<file path="src/rtl/sar_ctrl.sv">
// Successive-approximation control: sample/hold pulse, one-bit-per-cycle DAC trial code, result strobe.
// Optional: define SAR_TWOS_COMP_EN to present dout in two's complement (MSB of resolved code inverted).
module sar_ctrl #(
  parameter int NBIT  = 8,
  parameter int NSAMP = 2
) (
  input  logic            clk,
  input  logic            rst,
  input  logic            en,
  input  logic            comp,
  output logic            sample,
  output logic [NBIT-1:0] dac_code,
  output logic [NBIT-1:0] dout,
  output logic            valid,
  output logic            busy
);

  localparam int CW = (NSAMP > 1) ? $clog2(NSAMP) : 1;
  localparam int IW = $clog2(NBIT);
  localparam logic [CW-1:0]   CNT_LOAD = CW'(NSAMP - 1);
  localparam logic [IW-1:0]   IDX_MSB  = IW'(NBIT - 1);
  localparam logic [NBIT-1:0] MIDSCALE = {1'b1, {(NBIT-1){1'b0}}};

  typedef enum logic [1:0] {
    S_IDLE,
    S_SAMPLE,
    S_CONV,
    S_DONE
  } state_e;

  state_e          r_state;
  logic [CW-1:0]   r_cnt;
  logic [IW-1:0]   r_idx;
  logic [NBIT-1:0] r_code;
  logic [NBIT-1:0] r_dout;
  logic            r_sample;
  logic            r_valid;
  logic            r_busy;

  state_e          w_state_nxt;
  logic [CW-1:0]   w_cnt_nxt;
  logic [IW-1:0]   w_idx_nxt;
  logic [NBIT-1:0] w_code_nxt;
  logic [NBIT-1:0] w_dout_nxt;
  logic [NBIT-1:0] w_trial;
  logic            w_keep;
  logic            w_sample_nxt;
  logic            w_valid_nxt;
  logic            w_busy_nxt;

  function automatic logic [NBIT-1:0] to_dout(input logic [NBIT-1:0] code);
`ifdef SAR_TWOS_COMP_EN
    return {~code[NBIT-1], code[NBIT-2:0]};
`else
    return code;
`endif
  endfunction

  // NOTE: sequential state uses non-blocking assignments so every register
  // samples the pre-edge values; blocking here would create ordering races.
  always_ff @(posedge clk) begin
    if (!rst) begin
      // NOTE: reset clears the result register as well, so a conversion
      // interrupted by reset never leaves a stale or partial dout behind.
      r_state  <= S_IDLE;
      r_cnt    <= '0;
      r_idx    <= '0;
      r_code   <= '0;
      r_dout   <= '0;
      r_sample <= 1'b0;
      r_valid  <= 1'b0;
      r_busy   <= 1'b0;
    end else begin
      r_state  <= w_state_nxt;
      r_cnt    <= w_cnt_nxt;
      r_idx    <= w_idx_nxt;
      r_code   <= w_code_nxt;
      r_dout   <= w_dout_nxt;
      r_sample <= w_sample_nxt;
      r_valid  <= w_valid_nxt;
      r_busy   <= w_busy_nxt;
    end
  end

  always_comb begin
    // NOTE: default first so every path assigns the variable; a missing
    // default in combinational logic infers a latch.
    w_state_nxt = r_state;
    case (r_state)
      S_IDLE:   if (en) w_state_nxt = S_SAMPLE;
      S_SAMPLE: if (r_cnt == '0) w_state_nxt = S_CONV;
      S_CONV:   if (r_idx == '0) w_state_nxt = S_DONE;
      S_DONE:   w_state_nxt = en ? S_SAMPLE : S_IDLE;
      default:  w_state_nxt = S_IDLE;
    endcase
  end

  always_comb begin
    w_cnt_nxt    = r_cnt;
    w_idx_nxt    = r_idx;
    w_code_nxt   = r_code;
    w_dout_nxt   = r_dout;
    w_sample_nxt = 1'b0;
    w_valid_nxt  = 1'b0;
    w_busy_nxt   = 1'b0;
    w_trial      = r_code;
    w_keep       = 1'b0;
    case (r_state)
      S_IDLE, S_DONE: begin
        w_code_nxt = '0;
        if (en) begin
          w_sample_nxt = 1'b1;
          w_busy_nxt   = 1'b1;
          w_cnt_nxt    = CNT_LOAD;
        end
      end
      S_SAMPLE: begin
        w_busy_nxt = 1'b1;
        if (r_cnt == '0) begin
          w_code_nxt = MIDSCALE;
          w_idx_nxt  = IDX_MSB;
        end else begin
          w_sample_nxt = 1'b1;
          w_cnt_nxt    = r_cnt - CW'(1);
        end
      end
      S_CONV: begin
        // Only a definite 1 keeps the trial bit; X/Z fall through as 0.
        if (comp) w_keep = 1'b1;
        w_trial[r_idx] = w_keep;
        if (r_idx != '0) begin
          w_trial[r_idx - IW'(1)] = 1'b1;
          w_idx_nxt  = r_idx - IW'(1);
          w_busy_nxt = 1'b1;
        end else begin
          w_dout_nxt  = to_dout(w_trial);
          w_valid_nxt = 1'b1;
        end
        w_code_nxt = w_trial;
      end
      default: w_code_nxt = '0;
    endcase
  end

  assign sample   = r_sample;
  assign dac_code = r_code;
  assign dout     = r_dout;
  assign valid    = r_valid;
  assign busy     = r_busy;

endmodule

</file>
<file path="config.mk">
export PLATFORM = sky130hd
export DESIGN_NAME = sar_ctrl
export DESIGN_NICKNAME = d
export VERILOG_FILES = /design/src/rtl/sar_ctrl.sv
export SDC_FILE = /design/constraint.sdc
export NUM_CORES = 1
export LEC_CHECK = 0
export ABC_AREA = 1
export CAP_MARGIN = 25
export CORE_MARGIN = 2
export CORE_UTILIZATION = 35
export CTS_CLUSTER_SIZE = 12
export DETAILED_ROUTE_END_ITERATION = 7
export PLACE_DENSITY_LB_ADDON = 0.05
export SYNTH_ARGS = -nofsm -noshare
export SYNTH_HDL_FRONTEND = slang
export SYNTH_SLANG_ARGS = --single-unit
</file>
<file path="constraint.sdc">
create_clock -name clk -period 2 [get_ports clk]
set_clock_uncertainty 0.05 [all_clocks]
set_input_delay 0.5 -clock clk [delete_from_list [all_inputs] [get_ports clk]]
set_output_delay 0.5 -clock clk [all_outputs]
set_load 0.01 [all_outputs]
</file>
# [After elaboration in Yosys (flattened, before gate mapping)]
# Cells that the tools add are included.
[totals] regBits=25 output_inout_bits=19 word_cells=64
[classes] add_sub_neg=2 order_cmp=4 eq_ne=8 mux=27 n_bitwise=2 reduce_logical=13
[op_table] cell="one-hot mux 8 bit (3 select lines)" count=1
[op_table] cell="2-to-1 mux 8 bit" count=2
[op_table] cell="2-to-1 mux 1 bit" count=11
[op_table] cell="inequality test 2 bit, second input constant" count=5
[op_table] cell="bitwise mux 8 bit" count=1
[op_table] cell="< comparator 3 x 4 -> 1 bit, second input constant" count=2
[op_table] cell="OR 8 bit" count=1
[op_table] cell="one-hot mux 2 bit (4 select lines)" count=1
[op_table] cell="demux 1 bit (select 3 bit)" count=2
[op_table] cell="greater-or-equal comparator 3 x 1 -> 1 bit, second input constant" count=2
[op_table] cell="2-to-1 mux 2 bit" count=3
[op_table] cell="2-to-1 mux 3 bit" count=2
[op_table] cell="one-hot mux 3 bit (2 select lines)" count=1
[op_table] cell="AND reduction 2 bit" count=3
[op_table] cell="AND reduction 3 bit" count=2
[op_table] cell="equality test 2 bit, second input constant" count=2
[op_table] cell="one-hot mux 1 bit (2 select lines)" count=2
[op_table] cell="nonzero test 2 bit" count=2
[op_table] cell="zero test 3 bit" count=1
[op_table] cell="one-hot mux 1 bit (3 select lines)" count=1
[op_table] cell="nonzero test 3 bit" count=1
[op_table] cell="subtractor 3 x 1 -> 3 bit, second input constant" count=1
[op_table] cell="equality test 2 x 1 -> 1 bit, second input constant" count=1
[op_table] cell="logical AND 1 bit" count=2
[op_table] cell="other kinds (4)" count=4

# [Longest topological paths before layout]
[depth] depth_word=8 ltp_mapped=11

# [Least setup slack after synthesis]
# No wires, ideal clock.
[synth_timing] path_kind="register to register" startpoint="register r_state[0]" endpoint="register r_dout[0], in the netlist dout[0]" setup_time_ps=116 arrival_time_ps=1311 required_time_ps=1834 slack_ps=523 path_stages_with_launch=8 synth_period_minus_slack_ps=1477 path_cell_list="dfxtp_1 -> inv_1 -> ha_1 -> inv_1 -> nor2_8 -> buf_8 -> o211ai_1 -> inv_1"
[synth_via] elab_chain_cells=2
[synth_lines] item="from (decl)" line="31" source="state_e r_state;"
[synth_lines] item="from (signal assigned)" line="74" source="r_state <= w_state_nxt;"
[synth_lines] item="equality test 2 bit" line="108" source="case (r_state)"
[synth_lines] item="AND reduction 2 bit (no line)"
[synth_lines] item="to (signal assigned)" line="78" source="r_dout <= w_dout_nxt;"
[synth_lines] item="to (decl)" line="35" source="logic [NBIT-1:0] r_dout;"
# Every way passes these cells.
# A chain may end at the register's enable or synchronous reset.

# [Worst setup path after layout]
[layout_timing] startpoint="register r_dout[2], in the netlist dout[2]" endpoint="output port dout[2]"
[layout_rtl] item="to (decl)" line="13" source="output logic [NBIT-1:0] dout,"
# No word-level cell between the ends.

==> results.toml <==
[grt]
antenna_found_initial = 0
grt_max_degree = 18
use_met2 = 0.246
grt_util_all_layers = 0.161
first_global_vias = 1183
grt_use_met1 = 0.229
grt_use_met3 = 0.0244
overflow = 0
grt_pass1_wl_um = 5630
busiest_layer = "met2"

[pwr]
ir_drop_uv = 493
power.leakage_nw = 0.812
power_switching_w = 0.00124
pwr-share-comb = 0.600
power_density_mw_per_mm2 = 1440
swShare = 0.477
p_int_w = 0.00136
pwr-share-clk = 0.118
seqPwrFrac = 0.283

[die]
core_area_mm2 = 0.00403
die_h_um = 68.8
die_w_um = 68.8
boundaryPins = 23
initial_core_util = 0.365
row_count = 23
dieArea_mm2 = 0.00473

[cts]
cts_buffer_depth = 2
numCtsBuffers = 3
clk_pin_slew_ns = 0.09
root_buffer = "clkbuf_8"
h-tree-depth = 1
cts_sinks = 25
worstSkewPairLatency_ns = 0.27
cts_tree = "done"
hold_buffers = 0

[layout]
antenna_cells = 0
syn2layout_area_growth_pct = 22.3
postLayoutCellArea_mm2 = 0.00180
final_layout_size_suffix_gt1_frac = 0.155
fillers = 414
final_nets = 232

[synth]
yosys-top-cells-count = "51 x nand2_1, 28 x inv_1, 25 x dfxtp_1"
synth_cell_types = 32
synth_fp_nets = 205
avgSynthCellArea_um2 = 7.58
synthAdderAreaFrac = 0.0596
yosys.area_share.xor_xnor = 0
synth_area_mm2 = 0.00147
synth_top_family_by_area = "simple AND/OR/NAND/NOR gates"
synthMostInstantiatedCell = "nand2_1"
synth.top_cell.area_share = 0.340
ys_ff_latch = 25
async_reset_ff_frac = 0
synth-compound-area-share = 0.151
synthMuxAreaShare = 0
ys_seq_area_frac = 0.340
yosys.area_share.simple = 0.317
yosysTopAreaCell = "dfxtp_1"
synth_edf_count = 0
synth_cells = 194
synth_area_leaders = "dfxtp_1 34%, nand2_1 13%, inv_1 7.1%, ha_1 6.0%, o211ai_1 4.6%"
ys.flop_type = "dfxtp_1"
synth_warnings = 0

[sta]
layout_worst_path_cycle_share = 0.886
fin_crit_ns = 1.77
slew_headroom = 0.690
final.setup.tns_ns = 0
setup_viol = 0
hold_violations = 0
rsz0062_at_grt = "false"
worstMarginPinSlew_ns = 0.465
report.final.slew_viol_count = 0
fmax_mhz = 564

[worst_setup_path]
cp.required_ns = 1.45
crit_path_end_kind = "primary output"
cp_max_fo = 2
setup.reg_to_reg.worst_slack_ns = 0.24
slowest_stage = "clkdlybuf4s50_1"
path_buf_inv = 1
crit_chain = "clkdlybuf4s50_1"
cp-start-kind = "flop"
critPathTopFamily = "buffers and inverters"
criticalPathCategory = "reg2out"
max_stage_delay_ns = 0.56
worst_ep_arrival_time_ns = 1.22

[routing]
wl_per_cell_um = 12.7
drt_pass1_iterations = 4
drc_errors = 0
drtAntennaViolNets = 0
vias_per_cell = 4.72
vias = 1274
drtIter0Drc = 100
drt_wl_total_um = 3420

[place]
gp_congestion = 0.879
hpwl_um = 2590
placed_area_mm2 = 0.00173
port_buffers = 22

[outcome]
outcome = "finished clean"

[flow_run]
cap_violations = 0

[worst_hold_path]
hold_class = "reg2reg"
worst paths after layout:
kind                            startpoint                        to  cells past startpoint
setup / recovery      dout[2]$_SDFFE_PN0P_                   dout[2]                      1
hold / removal    dac_code[0]$_SDFFE_PN0N_  dac_code[0]$_SDFFE_PN0N_                      2
setup reg to reg   r_state[1]$_SDFFE_PN0P_     r_idx[0]$_SDFFE_PN0P_                      8
hold reg to reg   dac_code[0]$_SDFFE_PN0N_  dac_code[0]$_SDFFE_PN0N_                      2
area by class of cell:
cell class	instances	area (um^2)	share of cell area
tap	50	62.6	0.0348
multi-input combinational	130	777	0.432
inverter	32	139	0.0772
timing repair buffer	29	273	0.152
sequential	25	500	0.278
clock buffer	3	41.3	0.0230
clock inverter	1	5.00	0.00278
kinds of logic (layout without fill, tap and decap cells):
| family | after synthesis | in the layout |
|---|---|---|
| AOI/OAI and AO/OA | 33 | 33 |
| DFF | 25 | 25 |
| adders and majority gates | 7 | 7 |
| and+or+nand+nor | 90 | 90 |
| buffers and inverters | 39 | 65 |
through the flow:
| step | setup WS, ns | power [W] | std cells | util | hold WS [ns] |
|---|---|---|---|---|---|
| after floorplan | 0.523 | 0.00193 | 194 | - | 0.449 |
| after global placement | 0.211 | 0.00227 | 263 | 0.428 | 0.423 |
| after detailed placement | 0.183 | 0.00229 | 263 | 0.428 | 0.429 |
| after CTS | 0.155 | 0.00260 | 267 | 0.440 | 0.444 |
| after global routing | 0.113 | 0.00281 | 270 | 0.446 | 0.476 |
| final | 0.227 | 0.00260 | 270 | 0.446 | 0.441 |
flip-flops by register name, indices dropped and copies added (netlist names):
signal,cells
valid,1
dac_code,8
r_state,2
r_cnt,1
sample,1
dout,8
busy,1
r_idx,3
cells in the final DEF (no fill, tap or decap), drive strengths merged:
cell	n
o221a	1
o21ai	10
clkinvlp	1
nand4	1
a211oi	1
buf	7
nor2	16
a311oi	1
nor3	5
a21oi	11
clkdlybuf4s50	22
o211ai	9
ha	7
clkinv	1
clkbuf	3
inv	31
nand3	13
dfxtp	25
nand2	55
timing repair:
| item | 4_1_cts | 5_1_grt |
|---|---|---|
| setup endpoints to repair | 0 | 1 |
| setup buffers | 0 | 3 |
| gates resized for setup | 0 | 1 |
power by group through the flow:
stage               Combinational [W]  Sequential [W]  Clock [W]
finish                        0.00156        0.000734   0.000305
global route                  0.00173        0.000749   0.000330
CTS                           0.00155        0.000734   0.000317
detailed placement            0.00154        0.000746          0
global placement              0.00153        0.000745          0
floorplan                     0.00120        0.000730          0
per-layer routing:
| layer | vias to the layer above | share of wire |
|---|---|---|
| met1 | 571 | 0.54 |
| met5 | - | 0 |
| met4 | 0 | 0.013 |
| met2 | 30 | 0.41 |
| li1 | 668 | - |
| met3 | 5 | 0.040 |
Power figures use the tool's default switching activity.
